[config.mk]
export PLATFORM = sky130hd
export DESIGN_NAME = mac_pipe_flat
export DESIGN_NICKNAME = d
export VERILOG_FILES = /design/src/rtl/mac_pipe_if.sv /design/src/rtl/mac_pipe.sv /design/src/flat_wrapper.sv
export SDC_FILE = /design/constraint.sdc
export NUM_CORES = 2
export LEC_CHECK = 0
export BUFFER_PORTS_ARGS = -buffer_cell sky130_fd_sc_hd__clkbuf_2
export CAP_MARGIN = 5
export CORE_MARGIN = 10
export CORE_UTILIZATION = 45
export CTS_BUF_LIST = sky130_fd_sc_hd__clkbuf_4
export DETAILED_ROUTE_END_ITERATION = 8
export REMOVE_ABC_BUFFERS = 1
export SLEW_MARGIN = 20
export SYNTH_ARGS = -nofsm -noshare
export SYNTH_HDL_FRONTEND = slang
export SYNTH_SLANG_ARGS = --single-unit
export TNS_END_PERCENT = 30
[constraint.sdc]
create_clock -name i_clk -period 9.7 [get_ports i_clk]
set_clock_uncertainty 0.1 [all_clocks]
set_input_delay 0.485 -clock i_clk [delete_from_list [all_inputs] [get_ports i_clk]]
set_output_delay 0.485 -clock i_clk [all_outputs]
set_load 0.02 [all_outputs]
[src/rtl/mac_pipe_if.sv]
// Operand/result handshake bundle for mac_pipe; the slave modport is the MAC side.
interface mac_pipe_if #(
    parameter int WIDTH     = 32,
    parameter int ACC_WIDTH = 80
);
    logic                   i_valid;
    logic                   o_ready;
    logic                   i_multa_ns;
    logic                   i_multb_ns;
    logic [WIDTH-1:0]       i_multa;
    logic [WIDTH-1:0]       i_multb;
    logic                   i_acc_en;
    logic                   i_acc_clr;
    logic                   o_valid;
    logic                   i_ready;
    logic [2*WIDTH-1:0]     o_product;
    logic [ACC_WIDTH-1:0]   o_acc;
    logic                   o_ovf;

    modport slave (
        input  i_valid, i_multa_ns, i_multb_ns, i_multa, i_multb,
               i_acc_en, i_acc_clr, i_ready,
        output o_ready, o_valid, o_product, o_acc, o_ovf
    );

    modport master (
        output i_valid, i_multa_ns, i_multb_ns, i_multa, i_multb,
               i_acc_en, i_acc_clr, i_ready,
        input  o_ready, o_valid, o_product, o_acc, o_ovf
    );
endinterface

[src/rtl/mac_pipe.sv]
// Pipelined signed/unsigned multiply-accumulate with global stall and sticky overflow.
// Define MAC_SAT_EN to saturate the accumulator on signed overflow instead of wrapping.
module mac_pipe #(
    parameter int WIDTH     = 32,
    parameter int ACC_WIDTH = 80,
    parameter int PIPE      = 3
) (
    input  logic        i_clk,
    input  logic        i_rstn,
    mac_pipe_if.slave   bus
);
    // Stage 0 holds extended operands; stages 1..PIPE-1 hold the product, last one is the output.
    localparam int unsigned NS = PIPE - 1;

    typedef logic signed [2*WIDTH-1:0] prod_t;
    typedef logic [ACC_WIDTH-1:0]      acc_t;

    localparam acc_t SAT_MAX = {1'b0, {(ACC_WIDTH-1){1'b1}}};
    localparam acc_t SAT_MIN = ~SAT_MAX;

    typedef struct packed {
        logic               vld;
        logic [1:0]         ns;
        logic               en;
        logic               clr;
        logic [2*WIDTH-1:0] prod;
    } stage_t;

    logic                 s0_vld_q, s0_vld_d;
    logic signed [WIDTH:0] s0_a_q, s0_a_d;
    logic signed [WIDTH:0] s0_b_q, s0_b_d;
    logic [1:0]           s0_ns_q, s0_ns_d;
    logic                 s0_en_q, s0_en_d;
    logic                 s0_clr_q, s0_clr_d;
    stage_t               st_q [NS];
    stage_t               st_d [NS];
    acc_t                 acc_q, acc_d;
    logic                 ovf_q, ovf_d;

    logic   ready;
    prod_t  a_x, b_x, mul_res;
    stage_t inc;
    acc_t   base, ext, sum;
    logic   ovf_now;

    always_comb begin
        ready    = ~(st_q[NS-1].vld & ~bus.i_ready);
        s0_vld_d = s0_vld_q;
        s0_a_d   = s0_a_q;
        s0_b_d   = s0_b_q;
        s0_ns_d  = s0_ns_q;
        s0_en_d  = s0_en_q;
        s0_clr_d = s0_clr_q;
        st_d     = st_q;
        acc_d    = acc_q;
        ovf_d    = ovf_q;
        inc      = st_q[NS-1];
        base     = '0;
        ext      = '0;
        sum      = '0;
        ovf_now  = 1'b0;

        a_x     = prod_t'(s0_a_q);
        b_x     = prod_t'(s0_b_q);
        mul_res = a_x * b_x;

        if (ready) begin
            s0_vld_d = bus.i_valid;
            if (bus.i_valid) begin
                s0_a_d   = bus.i_multa_ns ? {1'b0, bus.i_multa} : {bus.i_multa[WIDTH-1], bus.i_multa};
                s0_b_d   = bus.i_multb_ns ? {1'b0, bus.i_multb} : {bus.i_multb[WIDTH-1], bus.i_multb};
                s0_ns_d  = {bus.i_multa_ns, bus.i_multb_ns};
                s0_en_d  = bus.i_acc_en;
                s0_clr_d = bus.i_acc_clr;
            end

            st_d[0].vld  = s0_vld_q;
            st_d[0].ns   = s0_ns_q;
            st_d[0].en   = s0_en_q;
            st_d[0].clr  = s0_clr_q;
            st_d[0].prod = mul_res;
            for (int unsigned i = 1; i < NS; i++) begin
                st_d[i] = st_q[i-1];
            end

            // Accumulate as the operation lands in the output stage.
            inc = st_d[NS-1];
            if (inc.vld) begin
                base  = inc.clr ? '0 : acc_q;
                ovf_d = inc.clr ? 1'b0 : ovf_q;
                if (inc.en) begin
                    ext     = (&inc.ns) ? acc_t'(inc.prod) : acc_t'(prod_t'(inc.prod));
                    sum     = base + ext;
                    ovf_now = (base[ACC_WIDTH-1] == ext[ACC_WIDTH-1]) &&
                              (sum[ACC_WIDTH-1] != base[ACC_WIDTH-1]);
`ifdef MAC_SAT_EN
                    acc_d = ovf_now ? (base[ACC_WIDTH-1] ? SAT_MIN : SAT_MAX) : sum;
`else
                    acc_d = sum;
`endif
                    ovf_d = ovf_d | ovf_now;
                end else begin
                    acc_d = base;
                end
            end
        end
    end

    always_ff @(posedge i_clk) begin
        if (!i_rstn) begin
            s0_vld_q <= 1'b0;
            s0_a_q   <= '0;
            s0_b_q   <= '0;
            s0_ns_q  <= '0;
            s0_en_q  <= 1'b0;
            s0_clr_q <= 1'b0;
            for (int unsigned i = 0; i < NS; i++) begin
                st_q[i] <= '0;
            end
            acc_q    <= '0;
            ovf_q    <= 1'b0;
        end else begin
            s0_vld_q <= s0_vld_d;
            s0_a_q   <= s0_a_d;
            s0_b_q   <= s0_b_d;
            s0_ns_q  <= s0_ns_d;
            s0_en_q  <= s0_en_d;
            s0_clr_q <= s0_clr_d;
            st_q     <= st_d;
            acc_q    <= acc_d;
            ovf_q    <= ovf_d;
        end
    end

    assign bus.o_ready   = ready;
    assign bus.o_valid   = st_q[NS-1].vld;
    assign bus.o_product = st_q[NS-1].prod;
    assign bus.o_acc     = acc_q;
    assign bus.o_ovf     = ovf_q;
endmodule

[src/flat_wrapper.sv]
// flat-port wrapper written by rule: the top's interface ports become plain ports
module mac_pipe_flat 
#(
    parameter int WIDTH     = 32,
    parameter int ACC_WIDTH = 80,
    parameter int PIPE      = 3
)
  (i_clk, i_rstn, bus_i_valid, bus_i_multa_ns, bus_i_multb_ns, bus_i_multa, bus_i_multb, bus_i_acc_en, bus_i_acc_clr, bus_i_ready, bus_o_ready, bus_o_valid, bus_o_product, bus_o_acc, bus_o_ovf);
  mac_pipe_if #(.WIDTH(WIDTH), .ACC_WIDTH(ACC_WIDTH)) bus_i ();
  input  logic i_clk;
  input  logic i_rstn;
  input wire logic [$bits(bus_i.i_valid)-1:0] bus_i_valid;
  input wire logic [$bits(bus_i.i_multa_ns)-1:0] bus_i_multa_ns;
  input wire logic [$bits(bus_i.i_multb_ns)-1:0] bus_i_multb_ns;
  input wire logic [$bits(bus_i.i_multa)-1:0] bus_i_multa;
  input wire logic [$bits(bus_i.i_multb)-1:0] bus_i_multb;
  input wire logic [$bits(bus_i.i_acc_en)-1:0] bus_i_acc_en;
  input wire logic [$bits(bus_i.i_acc_clr)-1:0] bus_i_acc_clr;
  input wire logic [$bits(bus_i.i_ready)-1:0] bus_i_ready;
  output wire logic [$bits(bus_i.o_ready)-1:0] bus_o_ready;
  output wire logic [$bits(bus_i.o_valid)-1:0] bus_o_valid;
  output wire logic [$bits(bus_i.o_product)-1:0] bus_o_product;
  output wire logic [$bits(bus_i.o_acc)-1:0] bus_o_acc;
  output wire logic [$bits(bus_i.o_ovf)-1:0] bus_o_ovf;
  assign bus_i.i_valid = bus_i_valid;
  assign bus_i.i_multa_ns = bus_i_multa_ns;
  assign bus_i.i_multb_ns = bus_i_multb_ns;
  assign bus_i.i_multa = bus_i_multa;
  assign bus_i.i_multb = bus_i_multb;
  assign bus_i.i_acc_en = bus_i_acc_en;
  assign bus_i.i_acc_clr = bus_i_acc_clr;
  assign bus_i.i_ready = bus_i_ready;
  assign bus_o_ready = bus_i.o_ready;
  assign bus_o_valid = bus_i.o_valid;
  assign bus_o_product = bus_i.o_product;
  assign bus_o_acc = bus_i.o_acc;
  assign bus_o_ovf = bus_i.o_ovf;
  mac_pipe #(.WIDTH(WIDTH), .ACC_WIDTH(ACC_WIDTH), .PIPE(PIPE)) u_core (.i_clk(i_clk), .i_rstn(i_rstn), .bus(bus_i));
endmodule
==> metrics.csv <==
metric;value;unit
pwr dens;105.4;nW/µm²
post-synthesis adder-cell area fraction;48.84;%
max_cap viols;0;
DP Area;55730;µm²
RSZ-0062 raised after global routing;false;
Max H-tree Level;3;
Crit. End Element;register;
Final period util;92.08;%
1st-iter DRT viols;2958;
first-pass GRT wire length;264.7;mm
WP data required;10.44;ns
WL/cell;21.48;µm
status;completed;
Final Cell Area;57430;µm²
post-synthesis cell area;53610;µm²
CP Launch Type;register;
post-synthesis xor/xnor area fraction;2.255;%
Die ar.;133300;µm²
clock slew at reported path FFs;0.07;ns
Vias/cell;5.352;
CTS tree;done;
most numerous cell in the Yosys netlist;inv_1;
Post-Syn Area per Cell;8.716;µm²
Synth cell types;77;
sequential share of the synthesized area;10.68;%
Max Slew Vio Count;0;
Worst Path Arrival;9.67;ns
prevailing post-synth register cell;dfxtp_1;
Die Y-Extent;365.2;µm
initial antenna violation count;9;
Seq cells post-synth;286;
die width;365.2;µm
Synth Instances;6151;
DP HPWL;132.9;mm
via count;41832;
M1 WL;67.74;mm
Starting Density;45.34;%
DRT Pass-1 Iters;6;
Hold Path Class;in2reg;
Slew @ Worst Pin;1.229;ns
WL final;167.9;mm
TritonCTS buffer count;80;
Skew-Pair Late Insertion Delay;1.00;ns
largest net degree at the start of global routing;140;
number of global-route vias before repair;44997;
post-cts gate resize count;0;
# setup viols final;0;
top post-synthesis cells by count;1130 x inv_1, 1126 x fa_1, 999 x nand2_1;
all-layer global routing usage;25.76;%
core area;118200;µm²
Multi-input gate area;41850;µm²
WL met3;12.36;mm
worst-case vdd ir drop;0.0001036;V
final hold violation count;0;
Fmax;0.1120;GHz
crit path kind;reg2reg;
Rel. slew slack;17.97;%
GRT overflow;0;
combinational family with the most area after synthesis;adder cells;
P&R area growth vs syn;7.130;%
# port buffers;218;
filler cell count;11504;
Synth Area in Compound Gates;9.153;%
Post-synth EDFFs;0;
clk root buf;clkbuf_4;
placer congestion estimate;0.9518;
Worst Path Max Fanout;17;
# DRC;0;
final layout net count;7699;
Post-Synth Simple-Gate Area;17.64;%
Syn. warnings;0;
Detail Route Antenna Nets;0;
# rows;126;
# IOs;219;
dominant cell type by area after synthesis;fa_1;
proportion of synthesized area in mux cells;0.1354;%
Power Total;6.054;mW
wire length on met2;80.26;mm
Final min period;8.932;ns
Post-CTS Hold Fix Bufs;68;
# Post-CTS Setup Buffers;0;
CTS Sinks;286;
Post-synth ARST share;0;%
synth top area cells;fa_1 42%, dfxtp_1 11%, inv_1 7.9%;
top sig layer;met5;
share of layout cells above drive strength 1;8.074;%
FF/Latch Area;5752;µm²
Yosys top cell area share;42.05;%
clock tree buffer depth;3;
P_leak;28.84;nW
-- worst max-delay path: stages, from the launching register on --
cell      delay [ns]
dfxtp_1         0.76
buf_4           0.34
and2_1          0.17
fa_1            0.46
fa_1            0.51
fa_1            0.67
inv_1           0.19
fa_1            1.00
inv_1           0.17
fa_1            0.51
fa_1            0.46
fa_1            0.52
inv_1           0.05
fa_1            0.47
inv_1           0.04
ha_1            0.36
a21o_1          0.21
a21o_1          0.17
a21oi_1         0.15
o31ai_1         0.14
o311ai_0        0.27
o21ai_0         0.17
a211oi_1        0.36
a21oi_1         0.13
mux2_2          0.28
o22ai_1         0.09
-- area by class of cell --
| type | count | share of cell area [%] |
|---|---|---|
| clock inverters | 27 | 0.2484 |
| flip-flops and latches | 286 | 10.01 |
| inverters | 1131 | 7.409 |
| repair buffers | 395 | 4.597 |
| well taps | 1536 | 3.346 |
| clock buffers | 112 | 1.464 |
| multi-input cells | 4316 | 72.86 |
| diodes | 13 | 0.05664 |
-- logic make-up after synthesis --
| logic type | count (synthesis) |
|---|---|
| AOI/OAI and AO/OA | 792 |
| xor gates and xnor gates | 138 |
| adders and majority gates | 1417 |
| buffers and inverters | 1549 |
| DFF | 286 |
| muxes | 7 |
| and+or+nand+nor | 1962 |
-- sequential cells by signal, summed over array words and instances (netlist names), 2 cells and up --
register,count
u_core.bus.o_acc,80
u_core.bus.o_product,64
u_core.s0_ns_q,2
u_core.st_q,69
u_core.s0_b_q,33
u_core.s0_a_q,33
-- worst paths after layout --
kind	slack (ns)	end	from	cells after the start
worst min register to register	0.35	u_core.bus.o_product[5]$_SDFFE_PN0N_	u_core.bus.o_product[5]$_SDFFE_PN0N_	2
worst min-delay path	0.15	u_core.bus.o_product[1]$_SDFFE_PN0N_	bus_i_ready	5
worst max register to register	0.77	u_core.st_q[130]$_SDFFE_PN0N_	u_core.s0_b_q[5]$_SDFFE_PN0P_	25
worst max-delay path	0.77	u_core.st_q[130]$_SDFFE_PN0N_	u_core.s0_b_q[5]$_SDFFE_PN0P_	25
-- metal layers --
layer | vias up | track usage (%)
li1 | 18751 | -
met1 | 21183 | 32.67
met2 | 1533 | 43.24
met3 | 363 | 4.923
met4 | 2 | 10.09
met5 | - | 0
-- metrics by stage --
| stage | setup TNS [ns] | setup WS [ns] | cells | util [%] | hold slack, ns |
|---|---|---|---|---|---|
| 4_1_cts | 0 | 0.8488 | 7803 | 48.55 | 0.05354 |
| 5_1_grt | 0 | 0.4942 | 7813 | 48.57 | 0.09331 |
| 2_1_floorplan | -343.54 | -2.521 | 5733 | - | 0.3286 |
| 6_report | 0 | 0.7683 | 7816 | 48.57 | 0.1511 |
| 3_3_place_gp | 0 | 1.112 | 7596 | 47.14 | 0.3369 |
| 3_5_place_dp | 0 | 0.9770 | 7596 | 47.14 | 0.3452 |
-- where the power goes --
group,internal [mW],total [mW],switching [mW],leakage (nW)
logic,1.25,3.29,2.03,25.9
registers,1.33,1.61,0.285,2.34
clock network,0.539,1.16,0.618,0.588
total,3.12,6.05,2.94,28.8
-- cell usage in the layout (no fill, tap or decap), types with 39 or more instances in the layout --
cell / n
ha_1: 291
a22oi_1: 48
nand3_1: 39
o21ai_0: 109
nand2_1: 998
dfxtp_1: 265
xor2_1: 51
buf_4: 105
xnor2_1: 87
dlygate4sd3_1: 68
nand4_1: 41
nor2b_1: 115
nor2_1: 119
clkbuf_4: 112
a21oi_1: 348
inv_1: 1129
and2_1: 536
fa_1: 1126
a21o_1: 98
clkbuf_2: 218
No activity file was read; power rests on OpenSTA's default activity.
